[src/rtl/madd_err_accum.sv]
// madd_err_accum: compares approximate vs exact multiply-add results and accumulates error stats.
// Latency: results are registered and visible the cycle after each accept; done follows the last accept by one cycle.
// Backpressure: in_ready is high only while running; in_valid outside a run is dropped, never stalled.
//
// Ports:
//   clk, rst_n            single clock, asynchronous active-low reset
//   start, n_samples      one-cycle run start (from any state) and run length, latched on start
//   in_valid/in_ready     approx/exact pair handshake; approx packs g401..g412 with g412 as MSB
//   busy, done            run in progress / run finished with final results
//   sample_cnt, err_cnt   accepted pairs / pairs with approx != exact
//   sum_ed, max_ed        sum and maximum of |approx - exact|
//   sum_sq                sum of |approx - exact|^2, present only when MADD_ERR_SQ_EN is defined
module madd_err_accum #(
  parameter int W     = 12,
  parameter int CNT_W = 19
) (
  input  logic               clk,
  input  logic               rst_n,
  input  logic               start,
  input  logic [CNT_W-1:0]   n_samples,
  input  logic               in_valid,
  output logic               in_ready,
  input  logic [W-1:0]       approx,
  input  logic [W-1:0]       exact,
  output logic               busy,
  output logic               done,
  output logic [CNT_W-1:0]   sample_cnt,
  output logic [CNT_W-1:0]   err_cnt,
  output logic [W+CNT_W-1:0] sum_ed,
  output logic [W-1:0]       max_ed
`ifdef MADD_ERR_SQ_EN
  ,
  output logic [2*W+CNT_W-1:0] sum_sq
`endif
);

  typedef enum logic [1:0] {
    S_IDLE = 2'd0,
    S_RUN  = 2'd1,
    S_DONE = 2'd2
  } state_t;

  state_t             state_q;
  state_t             state_d;
  logic [CNT_W-1:0]   n_lat;
  logic [CNT_W-1:0]   cnt_nxt;
  logic               accept;
  logic               last;
  logic [W-1:0]       ed;

  // A start in RUN wins over a same-cycle pair: the pair is dropped, not counted.
  assign accept  = (state_q == S_RUN) && in_valid && !start;
  assign ed      = (approx >= exact) ? (approx - exact) : (exact - approx);
  assign cnt_nxt = sample_cnt + {{(CNT_W-1){1'b0}}, 1'b1};
  assign last    = (cnt_nxt == n_lat);

  assign busy     = (state_q == S_RUN);
  assign done     = (state_q == S_DONE);
  assign in_ready = busy;

  always_ff @(posedge clk or negedge rst_n) begin
    if (!rst_n) begin
      state_q <= S_IDLE;
    end else begin
      state_q <= state_d;
    end
  end

  always_comb begin
    state_d = state_q;
    if (start) begin
      state_d = (n_samples == '0) ? S_DONE : S_RUN;
    end else if (accept && last) begin
      state_d = S_DONE;
    end
  end

  always_ff @(posedge clk or negedge rst_n) begin
    if (!rst_n) begin
      n_lat      <= '0;
      sample_cnt <= '0;
      err_cnt    <= '0;
      sum_ed     <= '0;
      max_ed     <= '0;
    end else if (start) begin
      n_lat      <= n_samples;
      sample_cnt <= '0;
      err_cnt    <= '0;
      sum_ed     <= '0;
      max_ed     <= '0;
    end else if (accept) begin
      sample_cnt <= cnt_nxt;
      err_cnt    <= err_cnt + {{(CNT_W-1){1'b0}}, (ed != '0)};
      sum_ed     <= sum_ed + {{CNT_W{1'b0}}, ed};
      if (ed > max_ed) begin
        max_ed <= ed;
      end
    end
  end

`ifdef MADD_ERR_SQ_EN
  logic [2*W-1:0] ed_sq;

  assign ed_sq = {{W{1'b0}}, ed} * {{W{1'b0}}, ed};

  always_ff @(posedge clk or negedge rst_n) begin
    if (!rst_n) begin
      sum_sq <= '0;
    end else if (start) begin
      sum_sq <= '0;
    end else if (accept) begin
      sum_sq <= sum_sq + {{CNT_W{1'b0}}, ed_sq};
    end
  end
`endif

endmodule
[config.mk]
export PLATFORM = sky130hd
export DESIGN_NAME = madd_err_accum
export DESIGN_NICKNAME = d
export VERILOG_FILES = /design/src/rtl/madd_err_accum.sv
export SDC_FILE = /design/constraint.sdc
export NUM_CORES = 1
export LEC_CHECK = 0
export ABC_AREA = 1
export BUFFER_PORTS_ARGS = -buffer_cell sky130_fd_sc_hd__buf_2
export CORE_MARGIN = 5
export CORE_UTILIZATION = 55
export DETAILED_ROUTE_END_ITERATION = 8
export GPL_TIMING_DRIVEN = 0
export HOLD_SLACK_MARGIN = 0.06
export PLACE_DENSITY = 0.78
export SLEW_MARGIN = 15
export SYNTH_ARGS = -nofsm -noshare
export SYNTH_HDL_FRONTEND = slang
export SYNTH_SLANG_ARGS = --single-unit
[constraint.sdc]
create_clock -name clk -period 2.7 [get_ports clk]
set_input_delay 0.135 -clock clk [delete_from_list [all_inputs] [get_ports clk]]
set_output_delay 0.135 -clock clk [all_outputs]
set_load 0.03 [all_outputs]
==> results.cfg, run 1 <==
[placement]
place.port_buffers = 129
place_area_um2 = 8790
hpwl_um = 16600
dp.cells = 1408
gp_congestion = 0.937

[sta]
rsz0062_at_grt = yes
timing.final.crit_share_pct = 114
max_freq_ghz = 0.324
finalHoldViolCount = 0
max_slew_margin_pct = 50.7
setup_ws_ns = -0.389
min_period_ns = 3.09
setup_viol = 51
finalClockSkew_ns = 0.00929
slew_viol_final = 0
worst_pin_slew_ns = 0.740

[run_status]
status = finished with violations
violations = DRC, setup timing

[cts]
insertion_delay_ns = 0.36
cts.sinks = 102
clockRootBuffer = clkbuf_16
h-tree-depth = 3
clk_pin_slew_ns = 0.07
clockBufferDepth = 2
cts_tree = done
numCtsBuffers = 9

[finish]
final_cells = 1510
drive_gt1_share_pct = 34.2
nFillCells = 825
fin_util_pct = 81.5
syn_to_final_growth_pct = 43.6
layout.nets = 1430
final_cell_mix = 235 x nand2_1, 151 x inv_1, 127 x buf_2, 102 x dfrtp_1, 86 x nand3_1
final_common_cell = nand2_1
finalInstanceArea_um2 = 10900

[critical_path]
path_common_cell = nand2_2
slowest_delay_ns = 0.39
worstPathArrival_ns = 3.37
crit_path_max_fanout = 10
cp_cell_sequence = buf_12 > inv_12 > ha_4 > inv_4 > fa_2 > nand2_2 > nand2_2 > inv_2 > nand2_2 > nand3_2 > nand2_4 > nor2_4 > nand2_1 > nand2_2 > inv_2 > ha_1 > nand2_1 > o21ai_0 > nand2_1 > o211ai_1 > nand4_1 > buf_8 > o22ai_2
critPathCaptureType = flip-flop
crit_required_ns = 2.98
cp_top_family = simple AND/OR/NAND/NOR gates
critPathBufInv = 6
cp-start-kind = primary input
path_class = in -> reg
critPathSlowestCell = fa_2

[yosys]
synth_seq_area_share_pct = 33.7
ys_warn_count = 0
synth_edf_count = 0
synth_seq_cells = 102
ys_types = 45
synthArstFlopShare_pct = 100
syn_avg_cell_area_um2 = 6.87
synthCells = 1102
syn_area_um2 = 7570
yosys_most_used_dff = dfrtp_1
syn-num-nets = 1204

[detailed_routing]
wl_per_cell_um = 18.7
drc = 1
drt_iter0_drc = 949
dr_total_vias = 9025
wl_um = 28300
viasPerCell = 5.98
drtAntennaViolNets = 0
firstDrtPassIters = 9

[die]
io_pins = 131
rows = 42
die_w_um = 127
start_util_pct = 56.7
dieArea_um2 = 16200
die_y_um = 127
core_um2 = 13300

[global_route]
grt.total_usage_pct = 30.5
antenna_found_initial = 2
grt_pass1_wl_um = 40600
grt_max_degree = 65
grt_pass1_vias = 8661
grt_overflow = 0

[run]
cap_violations = 0

[power]
total_power_mw = 5.51
irDropWorstVdd_mv = 0.371
power_density_nw_per_um2 = 507
p_leak_nw = 5.41

[min_path]
worstHoldPathType = in -> reg
-- per-stage QoR --
step,TNS (ns),worst slack (ns),hold slack [ns]
finish,-11.66,-0.389,0.0809
global placement,-32.30,-0.809,0.362
global route,-18.18,-0.525,0.0966
CTS,-0.485,-0.0671,0.0691
detailed placement,-35.14,-0.836,0.0681
floorplan,-2.14,-0.176,-0.161
-- cell usage after synthesis, types with 4 or more instances --
| cell | instances | share of area, % |
|---|---|---|
| inv_1 | 176 | 8.7 |
| nand4_1 | 18 | 1.5 |
| nand3_1 | 104 | 6.9 |
| o21a_1 | 4 | 0.40 |
| nand2_1 | 291 | 14 |
| xnor2_1 | 5 | 0.58 |
| xor2_1 | 15 | 1.7 |
| o22ai_1 | 22 | 1.8 |
| nor4_1 | 9 | 0.74 |
| nor2_1 | 82 | 4.1 |
| o31ai_1 | 5 | 0.50 |
| dfrtp_1 | 102 | 34 |
| o21ai_0 | 69 | 4.6 |
| o21ai_1 | 8 | 0.53 |
| a21oi_1 | 59 | 3.9 |
| nor2_2 | 7 | 0.58 |
| clkbuf_1 | 17 | 0.84 |
| nor3_1 | 13 | 0.86 |
| ha_1 | 52 | 8.6 |
-- sequential cells by signal (all words and copies together) (netlist names) --
name	count
sum_ed	31
err_cnt	19
n_lat	19
sample_cnt	19
max_ed	12
state_q	2
-- power by group --
| group | total (mW) | internal (mW) | switching, mW | leakage (nW) |
|---|---|---|---|---|
| combinational | 2.42 | 0.992 | 1.43 | 3.88 |
| clock | 1.41 | 0.761 | 0.649 | 0.153 |
| sequential | 1.68 | 1.60 | 0.0807 | 1.38 |
| total | 5.51 | 3.36 | 2.16 | 5.41 |
-- worst register-to-register path: stages, from the launching register on --
cell and delay (ns):
dfrtp_1 0.38, inv_1 0.07, nand2_1 0.09, nor2_2 0.24, inv_2 0.16, nor2_1 0.41
inv_1 0.29, clkbuf_1 0.36, o22ai_1 0.25
-- metal layers --
layer  up-vias  track usage (%)  part of all wire (%)
li1       4051                -                     -
met1      4185             37.5                    36
met2       593             50.9                    47
met3       194             7.10                   9.6
met4         2             14.1                   6.6
met5         -                0                 0.042
-- timing repair --
item | 4_1_cts | 5_1_grt
setup endpoints to repair | 51 | 51
cloned | 3 | 0
hold buffers | 19 | 0
buffers inserted | 46 | 20
pin swaps | 65 | 62
endpoints found under the hold margin | 56 | 0
gates resized for setup | 128 | 135
-- path summary, 6_finish.rpt --
| kind | slack (ns) | startpoint | cells after the start | to |
|---|---|---|---|---|
| hold / removal | 0.08 | n_samples[12] | 3 | n_lat[12] |
| setup reg to reg | 0.35 | state_q[1] | 8 | sample_cnt[11] |
| min in group asynchronous | 0.24 | rst_n | 2 | sum_ed[2] |
| max in group asynchronous | 1.81 | rst_n | 3 | n_lat[6] |
| setup / recovery | -0.39 | approx[0] | 23 | max_ed[10] |
| hold reg to reg | 0.47 | err_cnt[18] | 1 | err_cnt[18] |
-- final cells by class --
type	instances	area [um2]	area share, %
diodes	1	2.50	0.0230
plain buffers	23	139	1.28
clock buffers	10	239	2.20
clock inverters	6	77.6	0.713
inverters	180	713	6.56
multi-input cells	796	5470	50.3
flip-flops and latches	102	2550	23.5
well taps	176	220	2.02
repair buffers	216	1460	13.4
-- logic make-up (layout without fill, tap and decap cells) --
kind of cell               after synthesis  in the layout  synth area share (%)
AOI/OAI and AO/OA                      183            183                  13.4
xor gates and xnor gates                20             20                  2.31
adders and majority gates               55             55                  9.39
buffers and inverters                  205            435                  10.3
DFF                                    102            102                  33.7
other                                    0              1                     0
and+or+nand+nor                        537            538                  30.9
No activity file was read; power rests on OpenSTA's default activity.
==> run 2: changes to the inputs <==
BUFFER_PORTS_ARGS = not set   (was -buffer_cell sky130_fd_sc_hd__buf_2)
CTS_CLUSTER_SIZE = 30   (was not set)
DONT_BUFFER_PORTS = 1   (was not set)
PLACE_DENSITY = 0.7   (was 0.78)
==> results.cfg, run 2 (synthesis gave the netlist of run 1 again) <==
[critical_path]
slowest_delay_ns = 0.40
cp-start-kind = primary input
regToRegSetupSlack_ns = 0.31
rr_worst_depth = 14
critPathBufInv = 5
path_class = in -> reg
reg2reg_from = sample_cnt[1]
worstPathArrival_ns = 3.03
critPathCaptureType = flip-flop
crit_path_max_fanout = 5
reg2reg_to = state_q[0]
critPathSlowestCell = fa_2
crit_required_ns = 2.95
worstSetupEndpoint = max_ed[8]
cp_cell_sequence = clkinv_16 > ha_4 > inv_4 > fa_2 > nand2_2 > nand2_4 > inv_2 > nand2_2 > nand3_2 > nand2_4 > nor2_4 > nand2_1 > nand2_4 > inv_2 > ha_1 > nand2_1 > o21a_1 > o211ai_1 > nand3_1 > nand2_2 > clkbuf_16 > o22ai_2
path_depth = 22
cp_top_family = simple AND/OR/NAND/NOR gates
crit_start = approx[0]

[placement]
place_area_um2 = 8110
hpwl_um = 16200
gp_congestion = 0.921
place.port_buffers = 0
dp.cells = 1278

[die]
rows = 42
die_w_um = 127
dieArea_um2 = 16200
start_util_pct = 56.7
core_um2 = 13300
io_pins = 131
die_y_um = 127

[global_route]
grt_max_degree = 103
grt_pass1_wl_um = 35800
antenna_found_initial = 0
grt.total_usage_pct = 27.2
grt_pass1_vias = 7180
grt_overflow = 0

[cts]
h-tree-depth = 3
clk_pin_slew_ns = 0.08
cts.sinks = 102
cts_tree = done
clockRootBuffer = clkbuf_16
insertion_delay_ns = 0.36
clockBufferDepth = 2
numCtsBuffers = 9

[detailed_routing]
drtAntennaViolNets = 0
dr_total_vias = 7581
drt_iter0_drc = 547
viasPerCell = 5.61
firstDrtPassIters = 5
wl_per_cell_um = 17.1
drc = 0
wl_um = 23100

[finish]
final_common_cell = nand2_1
syn_to_final_growth_pct = 27.5
layout.nets = 1272
finalInstanceArea_um2 = 9650
drive_gt1_share_pct = 21.4
top_register = sum_ed
final_cells = 1351
largest_register_ffs = 31
fin_util_pct = 72.3
antenna_cells = 0
final_cell_mix = 239 x nand2_1, 154 x inv_1, 102 x dfrtp_1, 85 x nand3_1, 72 x nor2_1

[run_status]
status = finished with violations
violations = setup timing

[sta]
slew_viol_final = 0
worst_pin_slew_ns = 0.726
timing.final.crit_share_pct = 103
setup_viol = 19
finalClockSkew_ns = 0.0157
rsz0062_at_grt = yes
max_freq_ghz = 0.359
max_slew_margin_pct = 51.4
finalHoldViolCount = 0
setup_ws_ns = -0.0833
min_period_ns = 2.78

[power]
clockPowerShare_pct = 26.3
power_density_nw_per_um2 = 513
seq_power_share_pct = 36.1
power_frac_comb_pct = 37.5
p_sw_share_pct = 38.5
irDropWorstVdd_mv = 0.473
p_leak_nw = 4.51
power_switching_mw = 1.91
total_power_mw = 4.95
p_int_mw = 3.04

[run]
cap_violations = 0

[min_path]
worstHoldPathType = in -> reg
-- run 2: cell count changes in the layout (fill, tap and decap cells not counted), sizes merged --
cell         delta
buf           -160
clkinv          +4
dlygate4sd3     +2
inv             -2
bufinv          -1
clkinvlp        -1
diode           -1
-- run 2: worst register-to-register path, delay by kind of cell, from the launching register on --
family | cells | cell delay [ns]
adder cells (fa/ha/maj) | 1 | 0.31
flip-flops | 1 | 0.65
AND/OR/NAND/NOR | 13 | 1.35
-- run 2: final cells by class --
| class | count | area [um2] |
|---|---|---|
| fill | 1065 | 3690 |
| timing repair buffer | 59 | 557 |
| tap | 176 | 220 |
| sequential | 102 | 2550 |
| clock inverter | 6 | 56.3 |
| buffer | 22 | 121 |
| multi-input combinational | 796 | 5190 |
| inverter | 180 | 717 |
| clock buffer | 10 | 239 |
-- run 2: worst min-delay path by stage --
stage | start | slack [ns] | cells past startpoint | to
after CTS | n_samples[2] | 0.11 | 4 | state_q[0]
after global placement | rst_n | -0.16 | 0 | sum_ed[3]
after detailed placement | rst_n | -0.16 | 0 | sum_ed[3]
after floorplan | rst_n | -0.16 | 0 | err_cnt[0]
final | n_samples[2] | 0.12 | 4 | state_q[0]
after global routing | n_samples[6] | 0.12 | 4 | state_q[0]
-- run 2: what timing repair did --
item,CTS,global route
setup buffers,12,23
resized for setup,41,152
hold endpoints to repair,122,0
cloned,2,1
hold buffers,22,0
pin swaps,20,71
endpoints found under the setup margin,40,46
-- run 2: through the flow --
stage | hold slack (ns) | setup WS, ns | setup TNS (ns)
2_1_floorplan | -0.161 | -0.176 | -2.14
3_3_place_gp | -0.158 | -0.705 | -24.02
3_5_place_dp | -0.158 | -0.758 | -25.43
4_1_cts | 0.112 | -0.00908 | -0.00908
5_1_grt | 0.122 | -0.253 | -5.81
6_report | 0.120 | -0.0833 | -1.02
-- run 2: metal layers --
layer | part of all wire (%) | global-route usage (%) | routed length, um
met5 | 0 | 0 | 0
met3 | 8.3 | 6.59 | 1920
met2 | 49 | 45.6 | 11300
met1 | 41 | 35.9 | 9560
met4 | 1.7 | 6.06 | 385
-- run 2: power groups by stage --
stage | logic, mW | clock network [mW] | registers, mW
3_5_place_dp | 1.24 | 0 | 1.82
4_1_cts | 1.39 | 1.32 | 1.79
6_report | 1.86 | 1.30 | 1.79
5_1_grt | 2.03 | 1.40 | 1.80
2_1_floorplan | 0.986 | 0 | 1.79
3_3_place_gp | 1.23 | 0 | 1.82
